### config.mk
export PLATFORM = sky130hd
export DESIGN_NAME = key_cmd_decoder
export DESIGN_NICKNAME = d
export VERILOG_FILES = /design/src/rtl/blocky_pkg.sv /design/src/rtl/repeat_timer.sv /design/src/rtl/key_cmd_decoder.sv
export SDC_FILE = /design/constraint.sdc
export NUM_CORES = 1
export LEC_CHECK = 0
export CAP_MARGIN = 20
export CORE_MARGIN = 2
export CORE_UTILIZATION = 40
export DETAILED_ROUTE_END_ITERATION = 16
export GPL_TIMING_DRIVEN = 0
export PLACE_DENSITY = 0.64
export SETUP_SLACK_MARGIN = 0.15
export SLEW_MARGIN = 25
export SYNTH_ARGS = -nofsm -noshare
export SYNTH_HDL_FRONTEND = slang
export SYNTH_SLANG_ARGS = --single-unit
### constraint.sdc
create_clock -name clk -period 2.98 [get_ports clk]
set_input_delay 0.596 -clock clk [delete_from_list [all_inputs] [get_ports clk]]
set_output_delay 0.596 -clock clk [all_outputs]
set_load 0.1 [all_outputs]
### src/rtl/blocky_pkg.sv
// Shared encodings for the Blocky keyboard front end: game status, PS/2 parser
// states and the scan-code bytes the decoder reacts to.
package blocky_pkg;

    typedef enum logic [3:0] {
        ST_NONE      = 4'b0000,
        ST_LOAD      = 4'b1000,
        ST_ACTIVATE  = 4'b0100,
        ST_PAUSE     = 4'b0010,
        ST_TERMINATE = 4'b0001
    } status_t;

    typedef enum logic [1:0] {
        P_IDLE,
        P_BRK,
        P_EXT,
        P_EXT_BRK
    } parse_t;

    localparam logic [7:0] SC_BREAK     = 8'hF0;
    localparam logic [7:0] SC_EXT       = 8'hE0;
    localparam logic [7:0] SC_PAUSE_SEQ = 8'hE1;
    localparam logic [7:0] SC_SPACE     = 8'h29;
    localparam logic [7:0] SC_P         = 8'h4D;
    localparam logic [7:0] SC_ESC       = 8'h76;
    localparam logic [7:0] SC_UP        = 8'h1D;
    localparam logic [7:0] SC_DOWN      = 8'h1B;
    localparam logic [7:0] SC_LEFT      = 8'h1C;
    localparam logic [7:0] SC_RIGHT     = 8'h23;
    localparam logic [7:0] SC_EXT_UP    = 8'h75;
    localparam logic [7:0] SC_EXT_DOWN  = 8'h72;
    localparam logic [7:0] SC_EXT_LEFT  = 8'h6B;
    localparam logic [7:0] SC_EXT_RIGHT = 8'h74;

    // Direction bit {up, down, left, right} for a key, or zero if it is not a direction key.
    function automatic logic [3:0] dir_mask(input logic ext, input logic [7:0] sc);
        logic [3:0] m;
        m = 4'b0000;
        if (ext) begin
            case (sc)
                SC_EXT_UP:    m = 4'b1000;
                SC_EXT_DOWN:  m = 4'b0100;
                SC_EXT_LEFT:  m = 4'b0010;
                SC_EXT_RIGHT: m = 4'b0001;
                default:      m = 4'b0000;
            endcase
        end else begin
            case (sc)
                SC_UP:    m = 4'b1000;
                SC_DOWN:  m = 4'b0100;
                SC_LEFT:  m = 4'b0010;
                SC_RIGHT: m = 4'b0001;
                default:  m = 4'b0000;
            endcase
        end
        return m;
    endfunction

endpackage

### src/rtl/repeat_timer.sv
// Auto-repeat timebase: after start, step fires DELAY_CYCLES later and then
// every REPEAT_CYCLES until stop (or a new start).
module repeat_timer #(
    parameter int DELAY_CYCLES  = 12500000,
    parameter int REPEAT_CYCLES = 2500000,
    parameter int CNT_W         = 24
) (
    input  logic clk,
    input  logic clr,
    input  logic start,
    input  logic stop,
    output logic step
);

    localparam logic [CNT_W-1:0] DLY_LOAD = CNT_W'((DELAY_CYCLES  > 0) ? DELAY_CYCLES  - 1 : 0);
    localparam logic [CNT_W-1:0] RPT_LOAD = CNT_W'((REPEAT_CYCLES > 0) ? REPEAT_CYCLES - 1 : 0);

    logic             active;
    logic [CNT_W-1:0] cnt;

    // A same-cycle start or stop wins over an expiring count.
    assign step = active && (cnt == '0) && !start && !stop;

    always_ff @(posedge clk) begin
        if (clr) begin
            active <= 1'b0;
            cnt    <= '0;
        end else if (start) begin
            active <= 1'b1;
            cnt    <= DLY_LOAD;
        end else if (stop) begin
            active <= 1'b0;
            cnt    <= '0;
        end else if (active) begin
            cnt <= (cnt == '0) ? RPT_LOAD : cnt - 1'b1;
        end
    end

endmodule

### src/rtl/key_cmd_decoder.sv
// PS/2 scan-code decoder for Blocky: tracks held direction keys, drives the
// game status FSM and generates direction step pulses with auto-repeat.
module key_cmd_decoder
    import blocky_pkg::*;
#(
    parameter int DELAY_CYCLES  = 12500000,
    parameter int REPEAT_CYCLES = 2500000,
    parameter int CNT_W         = 24
) (
    input  logic       clk,
    input  logic       clr,
    input  logic       code_valid,
    input  logic [7:0] code,
    input  logic       game_over,
    output logic [3:0] status,
    output logic [3:0] direction,
    output logic [3:0] dir_step
);

    parse_t     p_state, p_state_nxt;
    status_t    status_q, status_nxt;
    logic       ev_make, ev_break, ev_ext;
    logic [3:0] key_bit;
    logic       space_make, space_break, p_make, esc_make;
    logic [3:0] held_q, held_nxt;
    logic [3:0] rpt_key_q, rpt_key_nxt;
    logic [3:0] direction_q, dir_step_q, dir_step_nxt;
    logic       in_act, fresh, rpt_start, rpt_stop, rpt_step;

    always_comb begin
        p_state_nxt = p_state;
        ev_make     = 1'b0;
        ev_break    = 1'b0;
        ev_ext      = 1'b0;
        if (code_valid) begin
            case (p_state)
                P_IDLE: begin
                    if (code == SC_BREAK)          p_state_nxt = P_BRK;
                    else if (code == SC_EXT)       p_state_nxt = P_EXT;
                    else if (code != SC_PAUSE_SEQ) ev_make     = 1'b1;
                end
                P_EXT: begin
                    if (code == SC_BREAK) begin
                        p_state_nxt = P_EXT_BRK;
                    end else begin
                        ev_make     = 1'b1;
                        ev_ext      = 1'b1;
                        p_state_nxt = P_IDLE;
                    end
                end
                P_BRK: begin
                    ev_break    = 1'b1;
                    p_state_nxt = P_IDLE;
                end
                P_EXT_BRK: begin
                    ev_break    = 1'b1;
                    ev_ext      = 1'b1;
                    p_state_nxt = P_IDLE;
                end
                default: p_state_nxt = P_IDLE;
            endcase
        end
    end

    assign key_bit     = dir_mask(ev_ext, code);
    assign space_make  = ev_make  && !ev_ext && (code == SC_SPACE);
    assign space_break = ev_break && !ev_ext && (code == SC_SPACE);
    assign p_make      = ev_make  && !ev_ext && (code == SC_P);
    assign esc_make    = ev_make  && !ev_ext && (code == SC_ESC);

    // A crash beats any key event; Esc beats the per-state transitions.
    always_comb begin
        status_nxt = status_q;
        if (game_over && (status_q == ST_ACTIVATE || status_q == ST_PAUSE)) begin
            status_nxt = ST_TERMINATE;
        end else if (esc_make && status_q != ST_NONE) begin
            status_nxt = ST_NONE;
        end else begin
            case (status_q)
                ST_NONE:      if (space_make)  status_nxt = ST_LOAD;
                ST_LOAD:      if (space_break) status_nxt = ST_ACTIVATE;
                ST_ACTIVATE:  if (p_make)      status_nxt = ST_PAUSE;
                ST_PAUSE:     if (p_make)      status_nxt = ST_ACTIVATE;
                ST_TERMINATE: if (space_make)  status_nxt = ST_LOAD;
                default:                       status_nxt = ST_NONE;
            endcase
        end
    end

    always_comb begin
        held_nxt = held_q;
        if (ev_make)  held_nxt = held_nxt | key_bit;
        if (ev_break) held_nxt = held_nxt & ~key_bit;
    end

    // Repeat only runs while activate holds across the cycle; anything else disarms it.
    assign in_act = (status_q == ST_ACTIVATE) && (status_nxt == ST_ACTIVATE);
    assign fresh  = ev_make && (key_bit != 4'b0000) && ((held_q & key_bit) == 4'b0000);

    always_comb begin
        rpt_key_nxt  = rpt_key_q;
        rpt_start    = 1'b0;
        rpt_stop     = 1'b0;
        dir_step_nxt = 4'b0000;
        if (!in_act) begin
            rpt_key_nxt = 4'b0000;
            rpt_stop    = 1'b1;
        end else if (fresh) begin
            rpt_key_nxt  = key_bit;
            rpt_start    = 1'b1;
            dir_step_nxt = key_bit;
        end else if (ev_break && ((key_bit & rpt_key_q) != 4'b0000)) begin
            rpt_key_nxt = 4'b0000;
            rpt_stop    = 1'b1;
        end else if (rpt_step) begin
            dir_step_nxt = rpt_key_q;
        end
    end

    repeat_timer #(
        .DELAY_CYCLES (DELAY_CYCLES),
        .REPEAT_CYCLES(REPEAT_CYCLES),
        .CNT_W        (CNT_W)
    ) u_repeat_timer (
        .clk  (clk),
        .clr  (clr),
        .start(rpt_start),
        .stop (rpt_stop),
        .step (rpt_step)
    );

    always_ff @(posedge clk) begin
        if (clr) begin
            p_state     <= P_IDLE;
            status_q    <= ST_NONE;
            held_q      <= 4'b0000;
            rpt_key_q   <= 4'b0000;
            direction_q <= 4'b0000;
            dir_step_q  <= 4'b0000;
        end else begin
            p_state     <= p_state_nxt;
            status_q    <= status_nxt;
            held_q      <= held_nxt;
            rpt_key_q   <= rpt_key_nxt;
            direction_q <= (status_nxt == ST_ACTIVATE) ? held_nxt : 4'b0000;
            dir_step_q  <= dir_step_nxt;
        end
    end

    assign status    = status_q;
    assign direction = direction_q;
    assign dir_step  = dir_step_q;

endmodule

==> results of run 1 <==
## per-stage QoR
step	setup WS [ns]	power, uW	cell area, sq um	util [%]
2_1_floorplan	0.3037	686.1	2970	-
3_3_place_gp	-0.5336	718.6	3304	45.80
3_5_place_dp	-0.5442	719.0	3304	45.80
4_1_cts	0.1386	1237	3553	49.25
5_1_grt	0.1451	1267	3709	51.40
6_report	0.3085	1237	3709	51.40
## per-layer routing
layer | track usage [%] | up-vias | part of all wire, %
met5 | 0 | - | 0
met4 | 5.385 | 0 | 1.2
met3 | 4.023 | 11 | 7.3
met2 | 28.51 | 115 | 44
met1 | 29.01 | 1396 | 47
li1 | - | 1438 | -
## cell usage after synthesis, drive strengths merged (2+ instances only)
cell type  number  share of area (%)
nor3           15                3.1
buf            11                2.7
nor4bb          2               0.67
o21a            2               0.51
nand3          11                2.0
nor3b           6                1.7
nand3b          4                1.0
a2111oi         3                1.5
or2             4               0.93
o31ai           3               0.93
o211ai          3               0.76
clkbuf          7               0.88
and4b           2               0.67
nand2          28                3.7
a21oi          20                3.5
nand4b          5                1.5
dfxtp          47                 32
nor4           10                2.1
a211oi          6                1.5
o21bai          2               0.51
inv             9                1.1
o21ai          26                4.4
nor4b           4                1.4
and3            6                1.3
nor2b          12                2.5
nor2           37                5.2
or4bb           2               0.76
nand4          15                3.2
xnor2          10                2.9
ha              2               0.84
nand2b          4               0.84
xor2            3               0.88
and2            6                1.3
or4             2               0.63
a22o            3               0.88
or3b            3               0.88
a31oi          11                2.3
o41ai           2                1.2
## registers in the layout (all words and copies together) (netlist names)
| signal | flops |
|---|---|
| dir_step | 4 |
| direction | 4 |
| held_q | 4 |
| p_state | 2 |
| rpt_key_q | 4 |
| status | 4 |
| u_repeat_timer.active | 1 |
| u_repeat_timer.cnt | 24 |
## path summary, 6_finish.rpt
path,from,endpoint,slack (ns)
setup / recovery,code[7],u_repeat_timer.cnt[1],0.31
hold / removal,u_repeat_timer.cnt[17],u_repeat_timer.cnt[17],0.51
setup reg to reg,u_repeat_timer.cnt[12],dir_step[0],0.35
hold reg to reg,u_repeat_timer.cnt[17],u_repeat_timer.cnt[17],0.51
## worst reg2reg max path, cell delays in order (launching register included)
cell      delay, ns
dfxtp_1        0.39
or4_4          0.56
or3_4          0.38
nor3_4         0.43
clkbuf_1       0.46
nand4_1        0.14
o21ai_0        0.20
## where the power goes
part	switching (uW)	total [uW]	leakage, uW	internal, uW
clock network	244	521	0.0000618	277
logic	53.3	88.4	0.000854	35.1
registers	0.193	628	0.000378	628
total	297	1240	0.00129	939
## logic make-up (layout without fill, tap and decap cells)
logic type      count (synthesis)  in the layout  synth area share, %
buf+inv                        27             66                4.718
xor+xnor                       13             13                3.833
flops                          47             47                31.68
mux                             2              2               0.7161
fa+ha+maj                       2              2               0.8423
compound gates                 90             90                21.06
simple gates                  184            184                37.15
## area by class of cell
class | count | area (sq um) | area share (%)
Multi-Input combinational cell | 291 | 2072 | 55.87
Sequential cell | 47 | 940.9 | 25.37
Timing Repair Buffer | 32 | 294.0 | 7.928
Tap cell | 99 | 123.9 | 3.340
Buffer | 17 | 122.6 | 3.306
Clock buffer | 6 | 82.58 | 2.227
Clock inverter | 2 | 38.79 | 1.046
Inverter | 9 | 33.78 | 0.9109
## timing repair
action | 4_1_cts | 5_1_grt
gates resized for setup | 27 | 28
gates cloned | 0 | 2
setup endpoints to repair | 33 | 30
setup buffers | 5 | 4
pin swaps | 5 | 9
==> metrics.yaml, run 1 <==
global_routing:
  grt_antenna_before_repair: 0
  grt-ovfl-total: 0
  grt_usage_pct: 19.52
  grt_pass1_vias: 2588
  grt_max_degree: 16
  grt_pass1_wl_microns: 13000
synth:
  async_flop_share_pct: 0
  synth-seq-cells: 47
  syn_inst: 365
  ys_warn_count: 0
  synth.avg_cell_area_sq_um: 8.138
  synth-main-ff-cell: "dfxtp_1"
  syn_area_sq_um: 2970
  syn-num-nets: 379
  synth_cell_type_count: 76
  synth_edf_count: 0
  synth-seq-area-share_pct: 31.68
placed_design:
  place_hpwl_microns: 5668
  gp_congestion: 0.8942
  placed_cells: 485
  io_buffer_count: 21
route:
  finalWirelength_microns: 8138
  drt.antenna.violating_nets: 0
  first_pass_iters: 5
  drc_errors: 0
  routed-via-count: 2960
  drt-initial-drc-count: 363
  vias_per_cell: 5.885
  wl_per_cell_microns: 16.18
worst_setup_path:
  arrival_ns: 2.91
  cp_cell_sequence: "dlygate4sd2_1, nand2b_1, or2_4, o41ai_1, a21oi_1, and4_4, nor3_4, buf_6, nand2_1, a31oi_1"
  cp_slowest_cell: "o41ai_1"
  startpoint_type: "input port"
  reg2reg_depth: 6
  max_stage_delay_ns: 0.39
  cp_top_family: "simple AND/OR/NAND/NOR gates"
  critPathKind: "in2reg"
  endpoint_kind: "register"
  cp.required_ns: 3.22
  path_buf_inv: 2
  cp.depth: 10
  path_max_fanout: 8
final_layout:
  nFillCells: 708
  area_growth_pct: 24.85
  final_common_cell: "dfxtp_1"
  nets: 417
  final_cells: 503
  diodes: 0
  drive_above_1_share_pct: 20.30
  layout_common_cells: "dfxtp_1, nor2_1, nand2_1"
timing:
  hold_violations: 0
  rsz0062_at_grt: "yes"
  tightest_slew_ns: 0.9768
  setup_viol: 0
  setup-tns-final_ns: 0
  whs_ns: 0.5096
  min_period_ns: 2.672
  fmax_ghz: 0.3743
  slew-limit-headroom_pct: 34.68
  fin_crit_sh_pct: 89.65
  finClkSkew_ns: 0.01794
  maxSlewViolCount: 0
die:
  core_area_sq_um: 7214
  pin_count: 24
  die_w_microns: 90.18
  dieArea_sq_um: 8132
  start_util_pct: 41.17
  die_y_microns: 90.18
  rows: 31
clock_network:
  clk_latency_ns: 0.32
  cts_hold_buffers: 0
  clk_pin_slew_ns: 0.11
  root_buffer: "clkbuf_8"
  htreeDepth: 2
  numCtsBuffers: 5
  cts_tree: "done"
  clockBufferDepth: 2
  cts.sinks: 47
power:
  p_per_area_nw_per_um2: 333.5
  leakage_uw: 0.001294
  vdd_drop_max_mv: 0.2162
job:
  drv_cap: 0
worst_hold_path:
  worstHoldPathType: "reg2reg"
  hold_depth: 2
run_status:
  status: "complete, no violations"
Power figures use the tool's default switching activity.
==> run 2: changes to the inputs <==
--- a/config.mk
+++ b/config.mk
@@ -5,6 +5,7 @@
 export SDC_FILE = /design/constraint.sdc
 export NUM_CORES = 1
 export LEC_CHECK = 0
+export ABC_AREA = 1
 export CAP_MARGIN = 20
 export CORE_MARGIN = 2
 export CORE_UTILIZATION = 40
@@ -12,6 +13,7 @@
 export GPL_TIMING_DRIVEN = 0
 export PLACE_DENSITY = 0.64
 export SETUP_SLACK_MARGIN = 0.15
+export SKIP_CTS_REPAIR_TIMING = 1
 export SLEW_MARGIN = 25
 export SYNTH_ARGS = -nofsm -noshare
 export SYNTH_HDL_FRONTEND = slang
==> run 2 against run 1 <==
Die area increased by 12%. First-iteration DRC count fell by 47%. Critical path depth up 6. Final cell count up 35%. Clock power decreased by 32%. Design area rose by 3.3%. Combinational power increased by 11%. Sequential share of layout area decreased by 0.81 points. Sequential power up 0.8%. Critical endpoint is now u_repeat_timer.cnt[2]. Fmax is 1.8% higher.
==> metrics.yaml, run 2 <==
run_status:
  status: "complete, no violations"
worst_setup_path:
  cp.required_ns: 3.20  # -0.02 ns
  cp_top_family: "simple AND/OR/NAND/NOR gates"
  arrival_ns: 2.85  # -0.06 ns
  startpoint_type: "input port"
  critPathKind: "in2reg"
  endpoint_kind: "register"
  path_max_fanout: 10  # +2
  max_stage_delay_ns: 0.52  # +0.13 ns
  path_buf_inv: 4  # +2
  cp_cell_sequence: "clkdlybuf4s50_1, nand2_1, nor2_1, inv_1, nor2_1, nand3_2, nand2_4, nor2_1, nand2_4, nand2_2, nor2_8, nand2_4, buf_6, nand2_1, inv_1, a21oi_2"
  cp_slowest_cell: "clkdlybuf4s50_1"
global_routing:
  grt_pass1_wl_microns: 14590  # +12%
  grt_max_degree: 13  # -3
  grt_antenna_before_repair: 0  # unchanged
  grt_usage_pct: 19.89  # +0.37 points
  grt_pass1_vias: 3238  # +25%
  grt-ovfl-total: 0  # unchanged
synth:
  async_flop_share_pct: 0  # unchanged
  syn_area_sq_um: 3352  # +13%
  synth-main-ff-cell: "dfxtp_1"
  synth_edf_count: 0  # unchanged
  syn-num-nets: 555  # +46%
  synth-seq-cells: 47  # unchanged
  yosysTopAreaCell: "dfxtp_1"
  synth_cell_type_count: 33  # -57%
  synth_top_area_share_pct: 28.07  # -3.6 points
  yosysMostFrequentCell: "nand2_1"
  ys_warn_count: 0  # unchanged
  syn_inst: 541  # +48%
  synth-seq-area-share_pct: 28.07  # -3.6 points
  synth_area_leaders: "dfxtp_1, nand2_1, nor2_1"
  synth.avg_cell_area_sq_um: 6.196  # -24%
  synth_commonest_cells: "nand2_1, nor2_1, inv_1"
timing:
  tightest_slew_ns: 0.9742  # -0.002591 ns
  min_period_ns: 2.624  # -0.04793 ns
  fin_crit_sh_pct: 88.04  # -1.6 points
  whs_ns: 0.4922  # -0.01740 ns
  maxSlewViolCount: 0  # unchanged
  rsz0062_at_grt: "no"
  setup-tns-final_ns: 0  # unchanged
  slew-limit-headroom_pct: 34.85  # +0.17 points
  setup_viol: 0  # unchanged
  finClkSkew_ns: 0.008335  # -0.009601 ns
  hold_violations: 0  # unchanged
  fmax_ghz: 0.3812  # +1.8%
clock_network:
  root_buffer: "clkbuf_8"
  clockBufferDepth: 2  # unchanged
  cts.sinks: 47  # unchanged
  numCtsBuffers: 5  # unchanged
  htreeDepth: 2  # unchanged
  clk_latency_ns: 0.30  # -0.02 ns
  cts_tree: "done"
  clk_pin_slew_ns: 0.08  # -0.03 ns
final_layout:
  largest_register: "u_repeat_timer.cnt"
  largest_register_ffs: 24  # unchanged
  drive_above_1_share_pct: 11.01  # -9.3 points
  diodes: 0  # unchanged
  final_common_cell: "nand2_1"
  nets: 587  # +41%
  final_cells: 677  # +35%
  layout_common_cells: "nand2_1, inv_1, nor2_1"
  area_growth_pct: 14.30
power:
  p_per_area_nw_per_um2: 283.9  # -15%
  vdd_drop_max_mv: 0.1633  # -24%
  leakage_uw: 0.001829  # +41%
placed_design:
  place_hpwl_microns: 6664  # +18%
  placed_cells: 668  # +38%
  io_buffer_count: 22  # +4.8%
  gp_congestion: 1.034  # +16%
worst_hold_path:
  worstHoldPathType: "reg2reg"
die:
  die_y_microns: 95.54  # +5.9%
  pin_count: 24  # unchanged
  dieArea_sq_um: 9128  # +12%
  start_util_pct: 41.00  # -0.17 points
  die_w_microns: 95.54  # +5.9%
  rows: 33  # +6.5%
  core_area_sq_um: 8175  # +13%
route:
  first_pass_iters: 5  # unchanged
  wl_per_cell_microns: 12.39  # -23%
  routed-via-count: 3468  # +17%
  drt-initial-drc-count: 192  # -47%
  drt.antenna.violating_nets: 0  # unchanged
  vias_per_cell: 5.123  # -13%
  finalWirelength_microns: 8385  # +3.0%
  drc_errors: 0  # unchanged
job:
  drv_cap: 0  # unchanged
## run 2: cell types whose count changed in the layout (fill, tap and decap cells not counted), sizes merged, moves of 8 or more
cell | before | now
nand4 | 15 | 25
inv | 10 | 80
clkdlybuf4s50 | 13 | 21
a31oi | 11 | 0
nor2 | 37 | 94
nand2 | 28 | 144
nor2b | 12 | 0
a21oi | 20 | 31
nand3 | 11 | 55
buf | 21 | 11
o21ai | 26 | 9
## run 2: stage by stage
step | total power (uW) | setup slack [ns] | cell area, sq um | util (%)
2_1_floorplan | 706.7 | 0.5324 | 3352 | -
3_3_place_gp | 739.2 | -0.06293 | 3704 | 45.30
3_5_place_dp | 740.3 | -0.1153 | 3704 | 45.30
4_1_cts | 1097 | 0.1917 | 3776 | 46.19
5_1_grt | 1143 | 0.1464 | 3831 | 46.86
6_report | 1088 | 0.3564 | 3831 | 46.86
## run 2: power breakdown
group / internal [uW] / switching (uW) / total, uW
logic: 34.8 / 63.6 / 98.4
clock network: 157 / 199 / 356
registers: 630 / 3.05 / 633
total: 822 / 266 / 1090
## run 2: layout make-up
class	count	area [sq um]
timing repair buffer	25	245.2
multi-input combinational	402	2072
fill	891	4344
inverter	80	300.3
sequential	47	940.9
clock buffer	6	72.57
tap	105	131.4
buffer	12	68.82
## run 2: kinds of logic (layout without fill, tap and decap cells)
group | count (synthesis) | after routing | synth area share, %
simple gates | 342 | 342 | 48.75
buf+inv | 92 | 123 | 11.01
compound gates | 48 | 48 | 8.809
flops | 47 | 47 | 28.07
xor+xnor | 10 | 10 | 2.613
fa+ha+maj | 2 | 2 | 0.7464
## run 2: layer usage
layer,global-route usage (%),part of all wire (%)
met3,2.846,3.3
met4,5.000,1.6
met5,0,0
met2,34.21,48
met1,26.07,47
## run 2: path summary, 6_finish.rpt
check                          end          from  cells past startpoint  slack [ns]
max reg2reg  u_repeat_timer.cnt[2]     status[3]                     11        0.92
min reg2reg           rpt_key_q[3]  rpt_key_q[3]                      2        0.49
min                   rpt_key_q[3]  rpt_key_q[3]                      2        0.49
max          u_repeat_timer.cnt[2]       code[6]                     16        0.36
## run 2: worst reg2reg max path, delay by kind of cell, from the launching register on
family / cells / cell delay (ns)
AND/OR/NAND/NOR: 7 / 1.20
flip-flops: 1 / 0.36
buffers and inverters: 3 / 0.32
AO/OA/AOI/OAI: 1 / 0.12
==> run 3: changes to the inputs <==
--- a/config.mk
+++ b/config.mk
@@ -8,10 +8,10 @@
 export ABC_AREA = 1
 export CAP_MARGIN = 20
 export CORE_MARGIN = 2
-export CORE_UTILIZATION = 40
+export CORE_UTILIZATION = 50
 export DETAILED_ROUTE_END_ITERATION = 16
 export GPL_TIMING_DRIVEN = 0
-export PLACE_DENSITY = 0.64
+export PLACE_DENSITY = 0.76
 export SETUP_SLACK_MARGIN = 0.15
 export SKIP_CTS_REPAIR_TIMING = 1
 export SLEW_MARGIN = 25
==> run 3 against run 2 <==
Non-clock buffer count unchanged. Die area is 19% lower. Sequential cell count stayed put. Register-to-register slack hardly changed. Final cell count decreased by 3.8%. Clock skew decreased by 0.0010 ns. Combinational power barely moved. Count of clock-buffer cells in the layout increased by 2. Design area about the same. Via count grew 2.6%. Critical path type unchanged. Largest power group unchanged.
==> metrics.yaml, run 3 (synthesized netlist as in run 2, its figures left out) <==
clock_network:
  cts.sinks: 47  # unchanged
  clk_pin_slew_ns: 0.08  # about the same
  clockBufferDepth: 2  # unchanged
  root_buffer: "clkbuf_8"
  clk_latency_ns: 0.30  # about the same
  cts_tree: "done"
  htreeDepth: 2  # unchanged
  numCtsBuffers: 5  # unchanged
global_routing:
  grt_usage_pct: 23.18  # +3.3 points
  grt_pass1_wl_microns: 14070  # -3.5%
  grt_max_degree: 14  # +1
  gr-usage-met1_pct: 29.31  # +3.2 points
  gr-usage-met3_pct: 3.369  # +0.52 points
  grt_pass1_vias: 3251  # +0.40%
  grt-ovfl-total: 0  # unchanged
  grt-busiest-layer: "met2"
  grt_antenna_before_repair: 0  # unchanged
  met2_usage_pct: 40.80  # +6.6 points
route:
  vias_per_cell: 5.465  # +6.7%
  drc_errors: 0  # unchanged
  drt.antenna.violating_nets: 0  # unchanged
  finalWirelength_microns: 8312  # -0.87%
  drt-initial-drc-count: 214  # +11%
  routed-via-count: 3558  # +2.6%
  first_pass_iters: 5  # unchanged
  wl_per_cell_microns: 12.77  # +3.1%
timing:
  hold_violations: 0  # unchanged
  layout_setup_ws_ns: 0.3473  # -0.009076 ns
  slew-limit-headroom_pct: 34.73  # -0.12 points
  fmax_ghz: 0.3798  # -0.34%
  finClkSkew_ns: 0.007311  # -0.001024 ns
  min_period_ns: 2.633  # +0.009076 ns
  tightest_slew_ns: 0.9760  # +0.001784 ns
  setup_viol: 0  # unchanged
  fin_crit_sh_pct: 88.35  # +0.30 points
  maxSlewViolCount: 0  # unchanged
  rsz0062_at_grt: "no"
power:
  vdd_drop_max_mv: 0.1595  # -2.3%
  finalPower_uw: 1148  # +5.5%
  p_per_area_nw_per_um2: 300.0  # +5.6%
  leakage_uw: 0.001842  # +0.72%
final_layout:
  diodes: 0  # unchanged
  largest_register_ffs: 24  # unchanged
  area_growth_pct: 14.18  # about the same
  nets: 587  # unchanged
  drive_above_1_share_pct: 11.32  # +0.31 points
  largest_register: "u_repeat_timer.cnt"
  final_cells: 651  # -3.8%
  layout_common_cells: "nand2_1, nor2_1, inv_1"
  final_common_cell: "nand2_1"
die:
  die_w_microns: 85.88  # -10%
  start_util_pct: 52.19  # +11 points
  pin_count: 24  # unchanged
  die_y_microns: 85.88  # -10%
  core_area_sq_um: 6422  # -21%
  dieArea_sq_um: 7375  # -19%
  rows: 29  # -12%
run_status:
  status: "complete, no violations"
worst_setup_path:
  startpoint: "code[0]"
  cp.required_ns: 3.14  # -0.06 ns
  cp_top_family: "simple AND/OR/NAND/NOR gates"
  cp.depth: 15  # -1
  reg2reg_depth: 12  # +1
  path_max_fanout: 10  # unchanged
  crit_top_cell: "nand2_1"
  cp_cell_sequence: "clkdlybuf4s50_1, inv_1, nor2_4, nand3_1, nor2_2, nand4_1, nand2_1, nand3_1, nand2_1, nor2_4, nand2_4, buf_6, nand2_1, inv_1, a21oi_2"
  critPathKind: "in2reg"
  cp_slowest_cell: "clkdlybuf4s50_1"
  startpoint_type: "input port"
  rrSetupSlack_ns: 0.91  # about the same
  path_buf_inv: 4  # unchanged
  rr_endpoint: "u_repeat_timer.active"
  arrival_ns: 2.79  # -0.06 ns
  endpoint_kind: "register"
  max_stage_delay_ns: 0.57  # +0.05 ns
  rr_startpoint: "p_state[1]"
placed_design:
  pre_cts_ws_ns: -0.05890  # +0.05635 ns
  placed_cells: 640  # -4.2%
  io_buffer_count: 22  # unchanged
  gp_congestion: 0.9778  # -5.5%
  place_hpwl_microns: 6401  # -3.9%
worst_hold_path:
  hold_end: "rpt_key_q[3]"
  hold_depth: 2  # unchanged
  min_from: "rpt_key_q[3]"
  worstHoldPathType: "reg2reg"
job:
  drv_cap: 0  # unchanged
[run 3: worst max path at each step]
stage	slack [ns]	end
after floorplan	0.53	u_repeat_timer.cnt[10]
after global placement	-0.02	u_repeat_timer.cnt[5]
after detailed placement	-0.06	u_repeat_timer.cnt[6]
after CTS	0.24	u_repeat_timer.cnt[5]
after global routing	0.13	u_repeat_timer.cnt[2]
final	0.35	u_repeat_timer.cnt[2]
[run 3: worst reg2reg max path: stages, from the launching register on]
cell and delay (ns):
dfxtp_1 0.41, nand2_1 0.12, clkinvlp_4 0.18, nand2_4 0.11
nand2_1 0.08, nand2_2 0.08, nand2_1 0.15, inv_1 0.06
nor2_1 0.12, nand3_2 0.20, buf_4 0.25, nand3_1 0.10
a21oi_1 0.07
[run 3: cell type report]
class | instances | area, sq um
buffer | 12 | 68.82
sequential | 47 | 940.9
inverter | 80 | 304.0
tap | 77 | 96.34
multi-input combinational | 402 | 2069
fill | 635 | 2595
timing repair buffer | 25 | 247.7
clock buffer | 8 | 100.1
[run 3: metal layers]
layer	vias up	wire, microns
met3	8	370
met2	100	4123
met4	0	76
met5	-	0
met1	1647	3742
li1	1803	-
[run 3: metrics by stage]
stage	TNS [ns]	instance area, sq um	utilization [%]	hold slack, ns
final	0	3827	59.59	0.4976
after global placement	-0.04168	3669	57.12	0.4756
after detailed placement	-0.5271	3669	57.12	0.4911
after global routing	0	3827	59.59	0.5274
after CTS	0	3769	58.68	0.5038
after floorplan	0	3352	-	0.4608
[run 3: report_power, final]
group | total (uW) | switching (uW) | leakage (uW) | internal, uW
clock | 413 | 201 | 0.0000515 | 212
sequential | 634 | 3.24 | 0.000378 | 630
combinational | 101 | 66.1 | 0.00141 | 35.2
